<file path="src/rtl/conv1_wb_pkg.sv">
// rtl/conv1_wb_pkg.sv - shared constants and types for the conv1 write-back stage
//
// Purpose: default layer geometry, derived beat count / address width,
//          total pixel count and the write-back FSM state type.
// Ports:   none (package).
package conv1_wb_pkg;

  localparam int DEF_DSP_NO = 64;
  localparam int DEF_WIDTH  = 16;
  localparam int DEF_LANES  = 4;
  localparam int DEF_OUT_W  = 128;
  localparam int DEF_OUT_H  = 128;

  localparam int BEATS     = DEF_DSP_NO / DEF_LANES;
  localparam int PIX_TOTAL = DEF_OUT_W * DEF_OUT_H;
  localparam int ADDR_W    = $clog2(PIX_TOTAL * BEATS);

  typedef enum logic [1:0] {
    IDLE  = 2'd0,
    DRAIN = 2'd1,
    DONE  = 2'd2
  } wb_state_t;

endpackage

</file>
<file path="src/rtl/conv1_wb_beat_mux.sv">
// rtl/conv1_wb_beat_mux.sv - selects one LANES-wide slice of the active vector
//
// Purpose: combinational slice select; beat b drives channels
//          b*LANES .. b*LANES+LANES-1 with the lowest channel in the LSBs.
// Ports:
//   buf_data  in   active channel vector
//   beat      in   beat index within the pixel
//   wr_data   out  packed LANES*WIDTH slice
module conv1_wb_beat_mux #(
  parameter int DSP_NO = 64,
  parameter int WIDTH  = 16,
  parameter int LANES  = 4,
  parameter int BEATS  = DSP_NO / LANES,
  parameter int BW     = (BEATS > 1) ? $clog2(BEATS) : 1
) (
  input  logic [WIDTH-1:0]       buf_data [0:DSP_NO-1],
  input  logic [BW-1:0]          beat,
  output logic [LANES*WIDTH-1:0] wr_data
);

  // Unrolled compare per beat keeps every array index a constant.
  always_comb begin
    wr_data = '0;
    for (int b = 0; b < BEATS; b++) begin
      if (beat == BW'(b)) begin
        for (int l = 0; l < LANES; l++) begin
          wr_data[l*WIDTH +: WIDTH] = buf_data[b*LANES + l];
        end
      end
    end
  end

endmodule

</file>
<file path="src/rtl/conv1_wb.sv">
// rtl/conv1_wb.sv - conv1 output write-back: vector capture, beat drain, end-of-layer detect
//
// Purpose: latches each DSP_NO-channel output vector and writes it to the
//          feature-map RAM as BEATS consecutive LANES-wide words, pixel-major.
//          Optional feature macro: CONV1_WB_DBUF_EN adds a pending vector
//          register so a new vector can be accepted while draining.
// Ports:
//   clk        in   clock, rising edge
//   rst        in   asynchronous active-low reset
//   ofm_valid  in   one-cycle pulse, ofm holds a new pixel vector
//   ofm        in   channel vector
//   in_ready   out  a vector presented now will be accepted
//   wr_en      out  RAM write strobe
//   wr_addr    out  RAM word address (pix*BEATS + beat)
//   wr_data    out  LANES channels of the current beat
//   wb_done    out  sticky, all pixels written
//   ovf_err    out  sticky, a vector was dropped
module conv1_wb
  import conv1_wb_pkg::*;
#(
  parameter int DSP_NO = DEF_DSP_NO,
  parameter int WIDTH  = DEF_WIDTH,
  parameter int LANES  = DEF_LANES,
  parameter int OUT_W  = DEF_OUT_W,
  parameter int OUT_H  = DEF_OUT_H,
  localparam int NBEATS = DSP_NO / LANES,
  localparam int NPIX   = OUT_W * OUT_H,
  localparam int AW     = $clog2(NPIX * NBEATS),
  localparam int BW     = (NBEATS > 1) ? $clog2(NBEATS) : 1,
  localparam int PW     = $clog2(NPIX + 1)
) (
  input  logic                   clk,
  input  logic                   rst,
  input  logic                   ofm_valid,
  input  logic [WIDTH-1:0]       ofm [0:DSP_NO-1],
  output logic                   in_ready,
  output logic                   wr_en,
  output logic [AW-1:0]          wr_addr,
  output logic [LANES*WIDTH-1:0] wr_data,
  output logic                   wb_done,
  output logic                   ovf_err
);

  wb_state_t        state, state_nxt;
  logic [BW-1:0]    beat;
  logic [PW-1:0]    pix_cnt;
  logic [WIDTH-1:0] act_buf [0:DSP_NO-1];
  logic             accept, last_beat, pix_last, have_next;

`ifdef CONV1_WB_DBUF_EN
  logic [WIDTH-1:0] pend_buf [0:DSP_NO-1];
  logic             pend_valid;
`endif

  assign accept    = ofm_valid & in_ready;
  assign last_beat = (state == DRAIN) && (beat == BW'(NBEATS - 1));
  assign pix_last  = (pix_cnt == PW'(NPIX - 1));

`ifdef CONV1_WB_DBUF_EN
  // A vector arriving on the last beat is taken straight into the active buffer.
  assign have_next = pend_valid | accept;
`else
  assign have_next = 1'b0;
`endif

  // State register
  always_ff @(posedge clk or negedge rst) begin
    if (!rst) state <= IDLE;
    else      state <= state_nxt;
  end

  // Next-state logic
  always_comb begin
    state_nxt = state;
    case (state)
      IDLE:  if (accept) state_nxt = DRAIN;
      DRAIN: begin
        if (last_beat) begin
          if (pix_last)       state_nxt = DONE;
          else if (have_next) state_nxt = DRAIN;
          else                state_nxt = IDLE;
        end
      end
      DONE:    state_nxt = DONE;
      default: state_nxt = IDLE;
    endcase
  end

  // FSM outputs, derived from registered state only
  always_comb begin
    in_ready = 1'b0;
    wr_en    = 1'b0;
    wb_done  = 1'b0;
    case (state)
      IDLE:  in_ready = 1'b1;
      DRAIN: begin
        wr_en = 1'b1;
`ifdef CONV1_WB_DBUF_EN
        in_ready = ~pend_valid;
`endif
      end
      DONE:    wb_done = 1'b1;
      default: ;
    endcase
  end

  // Datapath: buffers, beat and pixel counters, overflow flag
  always_ff @(posedge clk or negedge rst) begin
    if (!rst) begin
      beat    <= '0;
      pix_cnt <= '0;
      ovf_err <= 1'b0;
      act_buf <= '{default: '0};
`ifdef CONV1_WB_DBUF_EN
      pend_buf   <= '{default: '0};
      pend_valid <= 1'b0;
`endif
    end else begin
      if (ofm_valid && !in_ready) ovf_err <= 1'b1;
      case (state)
        IDLE: begin
          if (accept) begin
            act_buf <= ofm;
            beat    <= '0;
          end
        end
        DRAIN: begin
          if (last_beat) begin
            beat    <= '0;
            pix_cnt <= pix_cnt + 1'b1;
`ifdef CONV1_WB_DBUF_EN
            if (pend_valid) begin
              act_buf    <= pend_buf;
              pend_valid <= 1'b0;
            end else if (accept) begin
              act_buf <= ofm;
            end
`endif
          end else begin
            beat <= beat + 1'b1;
`ifdef CONV1_WB_DBUF_EN
            if (accept) begin
              pend_buf   <= ofm;
              pend_valid <= 1'b1;
            end
`endif
          end
        end
        default: ;
      endcase
    end
  end

  // Linear address: wraps to zero only once pix_cnt reaches NPIX, when wr_en is low.
  assign wr_addr = AW'(int'(pix_cnt) * NBEATS + int'(beat));

  conv1_wb_beat_mux #(
    .DSP_NO (DSP_NO),
    .WIDTH  (WIDTH),
    .LANES  (LANES),
    .BEATS  (NBEATS),
    .BW     (BW)
  ) u_beat_mux (
    .buf_data (act_buf),
    .beat     (beat),
    .wr_data  (wr_data)
  );

endmodule
</file>
<file path="config.mk">
export PLATFORM = sky130hd
export DESIGN_NAME = conv1_wb
export DESIGN_NICKNAME = d
export VERILOG_FILES = /design/src/rtl/conv1_wb_pkg.sv /design/src/rtl/conv1_wb_beat_mux.sv /design/src/rtl/conv1_wb.sv
export SDC_FILE = /design/constraint.sdc
export NUM_CORES = 2
export LEC_CHECK = 0
export ABC_AREA = 0
export CAP_MARGIN = 5
export CORE_AREA = 2 2 431 433
export DETAILED_ROUTE_END_ITERATION = 6
export DIE_AREA = 0 0 433 435
export PLACE_DENSITY = 0.45
export RECOVER_POWER = 50
export SYNTH_ARGS = -nofsm -noshare
export SYNTH_HDL_FRONTEND = slang
export SYNTH_SLANG_ARGS = --single-unit
</file>
<file path="constraint.sdc">
create_clock -name clk -period 3 [get_ports clk]
set_input_delay 0.6 -clock clk [delete_from_list [all_inputs] [get_ports clk]]
set_output_delay 0.6 -clock clk [all_outputs]
set_load 0.05 [all_outputs]
</file>
==> summary.md <==
| Metric | Value |
|---|---|
| Number of global-route vias before repair | 51100 |
| #FFs+latches synth | 1046 |
| Power per cell area | 1280 nW/um^2 |
| GPL Wtd Cong | 0.945 |
| Worst-case clock skew | 17.0 ps |
| GRT Util Overall | 30.3% |
| Most common cell after layout, fill and taps aside | nand2_1 |
| Slew margin rel. | -26.9% |
| Hold Vio Cnt, Final | 0 |
| Via density | 4.96 |
| Final nets | 8517 |
| Die height | 435 um |
| Status | finished, violations left |
| Post-synth ARST share | 100% |
| Most used DFF post-synth | dfrtp_1 |
| Worst vdd ir | 0.860 mV |
| Seq/Total Area, Yosys | 53.8% |
| First-pass GRT wire length | 399000 um |
| Placed instance area | 68500 sq um |
| Cell mode on critical path | buf_6 |
| Top Ports | 1113 |
| Failing checks | capacitance limit, slew limit, setup timing |
| Hold crit path type | in -> reg |
| Drt drc | 0 |
| Critical Path Sink Type | output pin |
| Tcrit/Tclk final | 139% |
| Multi-input gate area | 24100 sq um |
| Clock root buffer | clkbuf_16 |
| CP top delay family | buffers and inverters |
| Mapped Nets | 7087 |
| Worst skew pair latency | 810 ps |
| CTS Buffer Depth | 3 |
| Initial Utilization | 26.4% |
| # fillers | 18500 |
| Final Cell Area | 77000 sq um |
| Least-Margin Pin Slew | 1900 ps |
| Setup violators final | 64 |
| Max-slew violations | 68 |
| Setup TNS | -64330 ps |
| Finished Layout Cells | 10100 |
| Critical-path top delay cell | o211ai_1 |
| Top cell type's share of synthesized area | 53.8% |
| Leakage power | 35.9 nW |
| TritonCTS Buffers | 133 |
| TritonCTS sink count | 1046 |
| ANT nets after route | 0 |
| Crit Path Max Fanout | 6 |
| TritonRoute pass-1 iters | 5 |
| Hold Startpoint | ofm[761] |
| Min Tclk post-route | 4160 ps |
| CP Cell Sequence | inv_4, ha_4, nor2b_4, buf_6, buf_8, a221oi_1, buf_4, o211ai_1, buf_12, o2bb2ai_4, buf_6 |
| 1st-iter DRT viols | 4289 |
| CTS tree | built |
| Drt wl/cell | 28.9 um |
| Final worst setup slack | -1160 ps |
| Most frequent cells in the layout | 3143 x nand2_1, 1042 x dfrtp_1, 1040 x clkdlybuf4s50_1, 363 x buf_4, 208 x a21oi_1 |
| H-tree depth | 4 |
| Die area | 188000 sq um |
| Worst EP arrival | 3560 ps |
| Netlist cell types | 61 |
| Worst Hold Depth | 3 |
| CP max stage delay | 580 ps |
| Layout cell share with drive strength beyond 1 | 17.9% |
| Antenna violations before repair | 72 |
| Max-cap viol count | 2 |
| Hpwl dp | 232000 um |
| FF-to-FF Start | state[0] |
| Final wirelength | 292000 um |
| Grt total ovfl | 0 |
| CP startpoint | beat[1] |
| Final Core Density | 41.9% |
| CP bufs+invs | 6 |
| Core area | 184000 sq um |
| Number of port buffers | 1112 |
| Syn. warnings | 0 |
| Die X | 433 um |
| Seq. cell area | 26200 sq um |
| Startpoint Class | register |
| Number of flops mapped to enable cells by yosys | 0 |
| Post-Syn Area | 48700 sq um |
| Unrepaired setup endpoints after global routing | true |
| Critical path depth | 11 |
| Vias post-DR | 50100 |
| Cell row count | 158 |
| Clock slew at reported path FFs | 60 ps |
| CP Class | reg -> out |
| Pre-CTS setup slack | -1100 ps |
| Cells after synthesis | 6055 |
| Placed instance count | 9744 |
| Area delta synth->final | 58.3% |
| Syn_area_per_cell | 8.04 sq um |
| Max Fclk | 240 MHz |
| Req. time, crit path | 2400 ps |
| Largest net degree at the start of global routing | 109 |
| Area contributors post-synth | dfrtp_1 54%, nand2_1 24%, a21oi_1 2.8% |
| Area leader, netlist | dfrtp_1 |
| Reg2Reg Depth | 6 |
stage by stage:
stage | hold slack, ps | total power [mW]
CTS | 254 | 97.6
floorplan | 304 | 46.3
detailed placement | 454 | 75.4
finish | 311 | 98.7
global placement | 452 | 75.2
global route | 286 | 103
flip-flops by register name, indices dropped and copies added, names as in the netlist:
name and cells:
ovf_err 1, beat 4, state 2, pix_cnt 15, act_buf 1024
Yosys cell counts, types with 29 or more instances:
library cell / n
buf_2: 116
o2bb2ai_1: 34
o22ai_1: 85
nand3_1: 30
and3_1: 29
nor3_1: 39
a22oi_1: 46
nand2_1: 3152
a221oi_1: 104
dfrtp_1: 1046
buf_1: 32
a221o_1: 45
nand2b_1: 73
nor2_1: 98
clkbuf_1: 290
a21oi_1: 275
o211ai_1: 41
o21ai_0: 238
path summary, 6_finish.rpt:
path	endpoint	slack, ps
max	wr_data[6]	-1160
min	act_buf[761]	310
min reg2reg	act_buf[434]	470
min in group asynchronous	act_buf[189]	840
max reg2reg	act_buf[889]	150
max in group asynchronous	act_buf[347]	90
worst register-to-register path: cells and delay by family, from the launching register on:
kind / cells / cell delay [ps]
buf+inv: 2 / 860
simple gates: 4 / 1420
flops: 1 / 450
logic make-up (layout without fill, tap and decap cells):
| kind of cell | count (synthesis) | count (layout) | synth area share [%] |
|---|---|---|---|
| adders and majority gates | 5 | 5 | 0.129 |
| xor gates and xnor gates | 15 | 15 | 0.270 |
| and+or+nand+nor | 3460 | 3461 | 27.7 |
| AOI/OAI and AO/OA | 1037 | 1037 | 13.8 |
| buffers and inverters | 491 | 2022 | 4.32 |
| muxes | 1 | 1 | 0.0231 |
| other | 0 | 35 | 0 |
| DFF | 1046 | 1046 | 53.8 |
routing by layer:
metal,global-route usage [%],up-vias,share of wire (%),routed length (um)
met1,36.8,24900,39,115000
met2,51.1,1976,49,143000
li1,-,22800,-,-
met5,0,-,0.033,95
met4,16.9,14,6.1,17900
met3,4.76,523,5.6,16300
report_power, final:
group	total [mW]	internal [mW]	switching (mW)
registers	26.3	20.6	5.68
clock network	16.6	9.66	6.94
logic	55.8	23.6	32.2
layout make-up:
class,instances,share of cell area [%]
Antenna cell,35,0.114
Clock buffer,194,5.04
Clock inverter,43,0.731
Inverter,28,0.154
Multi-Input combinational cell,4519,31.2
Sequential cell,1046,34.0
Tap cell,2480,4.03
Timing Repair Buffer,1757,24.7
timing repair:
item / 4_1_cts / 5_1_grt
pin swaps: 126 / 76
buffers inserted: 72 / 33
gates resized for setup: 538 / 219
endpoints found under the hold margin: 19 / 0
endpoints found under the setup margin: 65 / 65
gates cloned: 14 / 2
hold buffers: 1 / 0
Power figures use the tool's default switching activity.
